File: src/rtl/mem_stage.sv
// MEM stage: runs loads/stores on the data memory over a req/ready handshake,
// stalls upstream while an access is outstanding, and owns the MEM/WB register.
module mem_stage #(
  parameter int unsigned DATA_W  = 16,
  parameter int unsigned ADDR_W  = 16,
  parameter int unsigned REG_W   = 4,
  parameter int unsigned TIMEOUT = 255
) (
  input  logic              clk,
  input  logic              rst,
  input  logic              regWriteM,
  input  logic              memWriteM,
  input  logic [1:0]        resultSrcM,
  input  logic [DATA_W-1:0] aluResM,
  input  logic [DATA_W-1:0] writeDataM,
  input  logic [DATA_W-1:0] PCPlus2M,
  input  logic [REG_W-1:0]  RdM,
  output logic              dmem_req,
  output logic              dmem_we,
  output logic [ADDR_W-1:0] dmem_addr,
  output logic [DATA_W-1:0] dmem_wdata,
  input  logic [DATA_W-1:0] dmem_rdata,
  input  logic              dmem_ready,
  output logic              stallM,
  output logic              memErr,
  output logic              regWriteW,
  output logic [1:0]        resultSrcW,
  output logic [DATA_W-1:0] aluResW,
  output logic [DATA_W-1:0] readDataW,
  output logic [DATA_W-1:0] PCPlus2W,
  output logic [REG_W-1:0]  RdW,
  output logic [DATA_W-1:0] resultW
);

  localparam int unsigned CNT_W = $clog2(TIMEOUT + 1);

  typedef enum logic [1:0] {
    S_IDLE = 2'd0,
    S_WAIT = 2'd1,
    S_DONE = 2'd2
  } state_t;

  state_t             state;
  logic [CNT_W-1:0]   cnt;
  logic [DATA_W-1:0]  rbuf;

  // Instruction held across the access so DONE writes back what was issued
  logic               h_reg_write;
  logic [1:0]         h_result_src;
  logic [DATA_W-1:0]  h_alu_res;
  logic [DATA_W-1:0]  h_pc_plus2;
  logic [REG_W-1:0]   h_rd;

  logic access_c;

  assign access_c = memWriteM | (resultSrcM == 2'b01);
  assign stallM   = (state == S_WAIT) || ((state == S_IDLE) && access_c);

  always_ff @(posedge clk or negedge rst) begin
    if (!rst) begin
      state        <= S_IDLE;
      cnt          <= '0;
      rbuf         <= '0;
      memErr       <= 1'b0;
      dmem_req     <= 1'b0;
      dmem_we      <= 1'b0;
      dmem_addr    <= '0;
      dmem_wdata   <= '0;
      h_reg_write  <= 1'b0;
      h_result_src <= '0;
      h_alu_res    <= '0;
      h_pc_plus2   <= '0;
      h_rd         <= '0;
      regWriteW    <= 1'b0;
      resultSrcW   <= '0;
      aluResW      <= '0;
      readDataW    <= '0;
      PCPlus2W     <= '0;
      RdW          <= '0;
    end else begin
      case (state)
        S_IDLE: begin
          if (access_c) begin
            state        <= S_WAIT;
            cnt          <= '0;
            dmem_req     <= 1'b1;
            dmem_we      <= memWriteM;
            dmem_addr    <= ADDR_W'(aluResM);
            dmem_wdata   <= writeDataM;
            h_reg_write  <= regWriteM;
            h_result_src <= resultSrcM;
            h_alu_res    <= aluResM;
            h_pc_plus2   <= PCPlus2M;
            h_rd         <= RdM;
            regWriteW    <= 1'b0;
            resultSrcW   <= '0;
            aluResW      <= '0;
            readDataW    <= '0;
            PCPlus2W     <= '0;
            RdW          <= '0;
          end else begin
            regWriteW    <= regWriteM;
            resultSrcW   <= resultSrcM;
            aluResW      <= aluResM;
            readDataW    <= '0;
            PCPlus2W     <= PCPlus2M;
            RdW          <= RdM;
          end
        end
        S_WAIT: begin
          regWriteW  <= 1'b0;
          resultSrcW <= '0;
          aluResW    <= '0;
          readDataW  <= '0;
          PCPlus2W   <= '0;
          RdW        <= '0;
          if (dmem_ready) begin
            rbuf       <= dmem_we ? '0 : dmem_rdata;
            state      <= S_DONE;
            dmem_req   <= 1'b0;
            dmem_we    <= 1'b0;
            dmem_addr  <= '0;
            dmem_wdata <= '0;
          end else if (cnt == CNT_W'(TIMEOUT - 1)) begin
            rbuf       <= '0;
            memErr     <= 1'b1;
            state      <= S_DONE;
            dmem_req   <= 1'b0;
            dmem_we    <= 1'b0;
            dmem_addr  <= '0;
            dmem_wdata <= '0;
          end else begin
            cnt <= cnt + CNT_W'(1);
          end
        end
        S_DONE: begin
          // Access condition deliberately not re-checked: the instruction retires here
          regWriteW  <= h_reg_write;
          resultSrcW <= h_result_src;
          aluResW    <= h_alu_res;
          readDataW  <= rbuf;
          PCPlus2W   <= h_pc_plus2;
          RdW        <= h_rd;
          state      <= S_IDLE;
        end
        default: state <= S_IDLE;
      endcase
    end
  end

  // Writeback result mux
  always_comb begin
    resultW = aluResW;
    case (resultSrcW)
      2'b01:   resultW = readDataW;
      2'b10:   resultW = PCPlus2W;
      default: resultW = aluResW;
    endcase
  end

endmodule
File: config.mk
export PLATFORM = sky130hd
export DESIGN_NAME = mem_stage
export DESIGN_NICKNAME = d
export VERILOG_FILES = /design/src/rtl/mem_stage.sv
export SDC_FILE = /design/constraint.sdc
export NUM_CORES = 1
export LEC_CHECK = 0
export ABC_AREA = 0
export ABC_CLOCK_PERIOD_IN_PS = 1800
export CAP_MARGIN = 15
export CORE_ASPECT_RATIO = 1.2
export CORE_UTILIZATION = 49
export CTS_CLUSTER_SIZE = 40
export DETAILED_ROUTE_END_ITERATION = 7
export PLACE_DENSITY_LB_ADDON = 0.15
export SYNTH_ARGS = -nofsm -noshare
export SYNTH_HDL_FRONTEND = slang
export SYNTH_SLANG_ARGS = --single-unit
File: constraint.sdc
create_clock -name clk -period 1.8 [get_ports clk]
set_input_delay 0.27 -clock clk [delete_from_list [all_inputs] [get_ports clk]]
set_output_delay 0.27 -clock clk [all_outputs]
set_load 0.05 [all_outputs]
# ---- Word level (Yosys, flattened, before mapping)
# Cells that the tools add are included.
dict set report word_totals {
  ff_bits 155
  inputBits 75
  out_inout_bits 107
}
dict set report op_classes {
  n_addsub 1
  n_eq_ne 10
  n_mux 34
  n_bitwise 2
  n_reduce_logical 14
}
# cell count
set ops {}
lappend ops {{two-way mux 16 bit} 8}
lappend ops {{case mux 16 bit (2 select lines)} 4}
lappend ops {{case mux 16 bit (3 select lines)} 2}
lappend ops {{two-way mux 8 bit} 3}
lappend ops {{case mux 8 bit (2 select lines)} 1}
lappend ops {{case mux 4 bit (3 select lines)} 1}
lappend ops {{adder 8 x 1 -> 8 bit, second input constant} 1}
lappend ops {{== test 8 bit, second input constant} 1}
lappend ops {{two-way mux 2 bit} 4}
lappend ops {{== test 2 x 1 -> 1 bit, second input constant} 3}
lappend ops {{!= test 2 bit, second input constant} 3}
lappend ops {{case mux 2 bit (3 select lines)} 1}
lappend ops {{AND reduction 2 bit} 3}
lappend ops {{AND reduction 3 bit} 2}
lappend ops {{nonzero test 2 bit} 3}
lappend ops {{two-way mux 1 bit} 5}
lappend ops {{== test 2 bit, second input constant} 2}
lappend ops {{two-way mux 4 bit} 1}
lappend ops {{case mux 1 bit (2 select lines)} 2}
lappend ops {{case mux 2 bit (2 select lines)} 1}
lappend ops {{AND reduction 4 bit} 1}
lappend ops {{!= test 3 x 2 -> 1 bit, second input constant} 1}
lappend ops {{case mux 1 bit (3 select lines)} 1}
lappend ops {{nonzero test 3 bit} 1}
lappend ops {{6 further kinds} 6}

# ---- Longest topological paths before layout
dict set report depth {
  depth_word 4
  ltp_mapped 8
  depth_no_buf 6
}

# ---- Least setup slack after synthesis
# Ideal clock, no wire load.
dict set report synth_path {
  kind {register to output}
  start {reg resultSrcW[1]}
  end {out resultW[10]}
  t_arrival_ps 2584
  path_slack_ps -1054
  stages_incl_launch_ff 6
  path_buffers 2
  path_cell_list {dfrtp_1 -> ha_1 -> clkbuf_1 -> clkbuf_1 -> a22oi_1 -> o21ai_0}
}
dict set report synth_via {
  elab_chain_cells 2
  elab_cells_between_ends 3
  cone_classes {eq/ne (2); mux (1)}
}
# element line_no
set synth_lines {}
lappend synth_lines {{start: declaration} 27} ;# output logic [1:0] resultSrcW,
lappend synth_lines {{start signal: assignment} 103} ;# resultSrcW <= resultSrcM;
lappend synth_lines {{start signal: assignment} 139} ;# resultSrcW <= h_result_src;
lappend synth_lines {{== test 2 bit or == test 2 x 1 -> 1 bit (tied branches)} 154} ;# case (resultSrcW)
lappend synth_lines {{case mux 16 bit (2 select lines) *} 154}
lappend synth_lines {{end: declaration} 32} ;# output logic [DATA_W-1:0] resultW
# Every way passes the cells marked *; elsewhere a longest branch is shown, timed or not.

# ---- Worst setup path after layout
dict set report layout_path {
  start {reg resultSrcW[1]}
  end {out resultW[13]}
}
# Same word-level chain as after synthesis.

==> impl_metrics.csv <==
group,metric,value,unit
route,vias,6129,
power_and_ir_drop,power,22.26,mW
logic_synthesis,synth.top_cell.area_share,57.12,%
timing,post-route-min-period,2.137,ns
logic_synthesis,synthTopCellsByArea,"dfrtp_1, mux2_2, nand2_1, o21ai_0, a22oi_1",
route,drcViolationCount,0,
clock_tree,clk_pin_slew,0.06,ns
route,first_pass_iters,5,
timing,finalMaxSlewViolations,0,
timing,skew,0.009860,ns
layout,n_fill_cell,822,
timing,finalHoldViolations,0,
clock_tree,clock-sinks,155,
route,vias_per_cell,5.933,
worst_hold_path,hp-class,"in2async",
logic_synthesis,syn_inst,619,
worst_setup_path,startpoint_type,"flop",
clock_tree,htreeDepth,4,
placement,dp_slack,-0.2115,ns
logic_synthesis,synth-seq-cells,155,
logic_synthesis,yosys.area.top_type,"dfrtp_1",
timing,hold_ws,0.3187,ns
logic_synthesis,ys_dominant_reg_cell,"dfrtp_1",
timing,slew_headroom,59.69,%
global_routing,grt-ovfl-total,0,
logic_synthesis,synth_area,6790,um2
timing,finalSetupViolations,19,
clock_tree,cts_buffers,17,
worst_setup_path,critPathMaxFanout,7,
clock_tree,clock_latency,0.43,ns
power_and_ir_drop,cellPowerDensity,2129,nW/um2
worst_setup_path,worstSetupPathType,"reg2out",
clock_tree,tritoncts,"built",
worst_setup_path,r2r-start,"state[1]",
floorplan,row_count,46,
layout,diodes,0,
logic_synthesis,synth_seq_area_share,57.12,%
logic_synthesis,ys_async_sr_fraction,100.0,%
worst_setup_path,crit_path_end_kind,"output pin",
layout,layout.area.seq,3882,um2
timing,setup_slack,-0.3367,ns
route,drt_wl_total,22.15,mm
global_routing,grt_max_degree,66,
power_and_ir_drop,peakVddDrop,1.370,mV
flow_run,maxCapViolCount,0,
logic_synthesis,synth_edf_count,0,
logic_synthesis,netlist_top_cells_count,"dfrtp_1, nand2_1, o21ai_0",
placement,io_buffers,181,
worst_setup_path,reg2reg_depth,8,
global_routing,grtUsageTotal,29.19,%
layout,post-route-util,78.28,%
placement,place_hpwl,14.03,mm
worst_setup_path,r2r-end,"cnt[3]",
route,drt_iter0_markers,567,
floorplan,io_pins,182,
timing,clock.fmax,0.4680,GHz
logic_synthesis,postSynthAreaPerCell,10.97,um2
floorplan,core_area,13350,um2
floorplan,die_area,14330,um2
worst_setup_path,r2r_setup_slack,-0.07,ns
floorplan,start_util,50.85,%
clock_tree,cts_buffer_depth,2,
placement,gp_congestion,0.8396,
layout,syn2layout_area_growth,53.93,%
timing,rsz0062_at_grt,"yes",
floorplan,die_y,131.0,um
worst_setup_path,worstPathCellList,"inv_2 > ha_4 > clkbuf_16 > a22oi_1 > o21ai_4 > buf_12",
logic_synthesis,synth_warnings,0,
power_and_ir_drop,p_leak,4.734,nW
worst_setup_path,slowest_delay,0.41,ns
layout,nets,937,
logic_synthesis,synth_nets,703,
global_routing,grt_pass1_wl,31.06,mm
timing,finalCritPeriodShare,118.7,%
route,wl_per_cell,21.44,um
layout,multi_input_area,2984,um2
global_routing,grt_pass1_vias,6046,
outcome,status,"finished, violations left",
clock_tree,clock-root-buffer,"clkbuf_16",
logic_synthesis,yosysUniqueCellTypes,49,
route,final_antenna_net_count,0,
worst_setup_path,cpMaxStageDelayCell,"dfrtp_2",
layout,drive_gt1_share,32.14,%
worst_setup_path,cp.arrival,1.87,ns
floorplan,fp.dieW,109.5,um
worst_setup_path,critPathRequiredTime,1.53,ns
logic_synthesis,synth_most_common_cell,"dfrtp_1",
global_routing,antenna_found_initial,0,
outcome,violations,"setup timing",
timing,tightestPinTransition,0.5984,ns
[sequential cells by signal, summed over array words and instances, names as in the netlist, 2 cells and up]
name          flops
dmem_addr        16
dmem_wdata       16
resultSrcW        2
aluResW          16
rbuf             16
h_pc_plus2       16
readDataW        16
RdW               4
cnt               8
state             2
h_rd              4
PCPlus2W         16
h_alu_res        16
h_result_src      2
[worst max-delay path by stage]
stage                   from     endpoint  slack, ns  cells past startpoint
2_1_floorplan  resultSrcW[0]  resultW[15]      -0.02                      5
5_1_grt        resultSrcW[1]  resultW[13]      -0.36                      6
4_1_cts        resultSrcW[1]   resultW[1]      -0.32                      7
3_3_place_gp   resultSrcM[0]       cnt[5]      -0.13                      6
6_report       resultSrcW[1]  resultW[13]      -0.34                      6
3_5_place_dp   resultSrcM[0]       cnt[5]      -0.21                      6
[cell families (layout without fill, tap and decap cells)]
logic type / Yosys count / in the layout / share of synthesized area [%]
adders and majority gates: 9 / 9 / 1.658
DFF: 155 / 155 / 57.12
and+or+nand+nor: 158 / 158 / 10.80
buffers and inverters: 58 / 303 / 3.999
AOI/OAI and AO/OA: 199 / 200 / 19.79
muxes: 40 / 40 / 6.633
[layout make-up]
cell class	count	share of cell area (%)
inverter	7	0.2873
clock inverter	7	1.317
tap	168	2.011
clock buffer	24	4.609
multi-input combinational	407	28.55
sequential	155	37.14
timing repair buffer	265	26.08
[per-stage QoR]
step / cell area [um2] / TNS, ns / std cells
CTS: 10150 / -4.798 / 1019
floorplan: 7004 / -0.04072 / 619
detailed placement: 9395 / -9.651 / 980
finish: 10450 / -4.638 / 1033
global placement: 9395 / -4.750 / 980
global route: 10450 / -5.614 / 1033
[what timing repair did]
item | in CTS | in global routing
buffers inserted | 6 | 13
hold endpoints to repair | 36 | 0
setup endpoints to repair | 107 | 86
hold buffers | 1 | 0
cloned | 1 | 7
resized for setup | 63 | 22
pin swaps | 10 | 23
[per-layer routing]
metal | routed length (um) | vias to the layer above | track usage [%] | share of wire, %
met1 | 8620 | 3036 | 36.45 | 39
met4 | 862 | 0 | 14.51 | 3.9
met5 | 0 | - | 0 | 0
met2 | 11070 | 321 | 47.87 | 50
li1 | - | 2722 | - | -
met3 | 1597 | 50 | 6.548 | 7.2
[critical path, delay by kind of cell, from the launching register on]
family	cells	cell delay, ns
flip-flops	1	0.41
adder cells (fa/ha/maj)	1	0.19
buffers and inverters	3	0.39
AO/OA/AOI/OAI	2	0.44
[power by group]
| part | switching (mW) | internal, mW | leakage (nW) | total [mW] |
|---|---|---|---|---|
| logic | 7.58 | 4.97 | 2.45 | 12.6 |
| clock network | 1.36 | 2.42 | 0.300 | 3.78 |
| registers | 1.01 | 4.91 | 1.98 | 5.93 |
| total | 9.95 | 12.3 | 4.73 | 22.3 |
[cell usage in the layout, fill, tap and decap left out, types with 2 or more instances in the layout]
master,count
nor2_1,4
o21ai_2,2
inv_2,4
clkbuf_1,4
nand2b_1,2
ha_4,5
o21ai_1,7
and3_1,2
and3_4,2
a22oi_1,45
dlygate4sd2_1,36
clkdlybuf4s50_1,73
bufinv_16,4
a22oi_2,9
buf_12,31
nand2_1,111
a21o_1,3
o41ai_1,2
o211ai_1,2
ha_1,4
inv_1,2
dfrtp_1,152
o21ai_0,65
buf_6,9
buf_4,109
clkinvlp_4,2
a21oi_1,3
clkbuf_16,22
clkinv_2,2
a22o_1,33
nand4_1,20
mux2_2,40
dfrtp_2,3
clkbuf_8,3
nand3_1,3
o21ai_4,17
(Power assumes the default switching activity.)
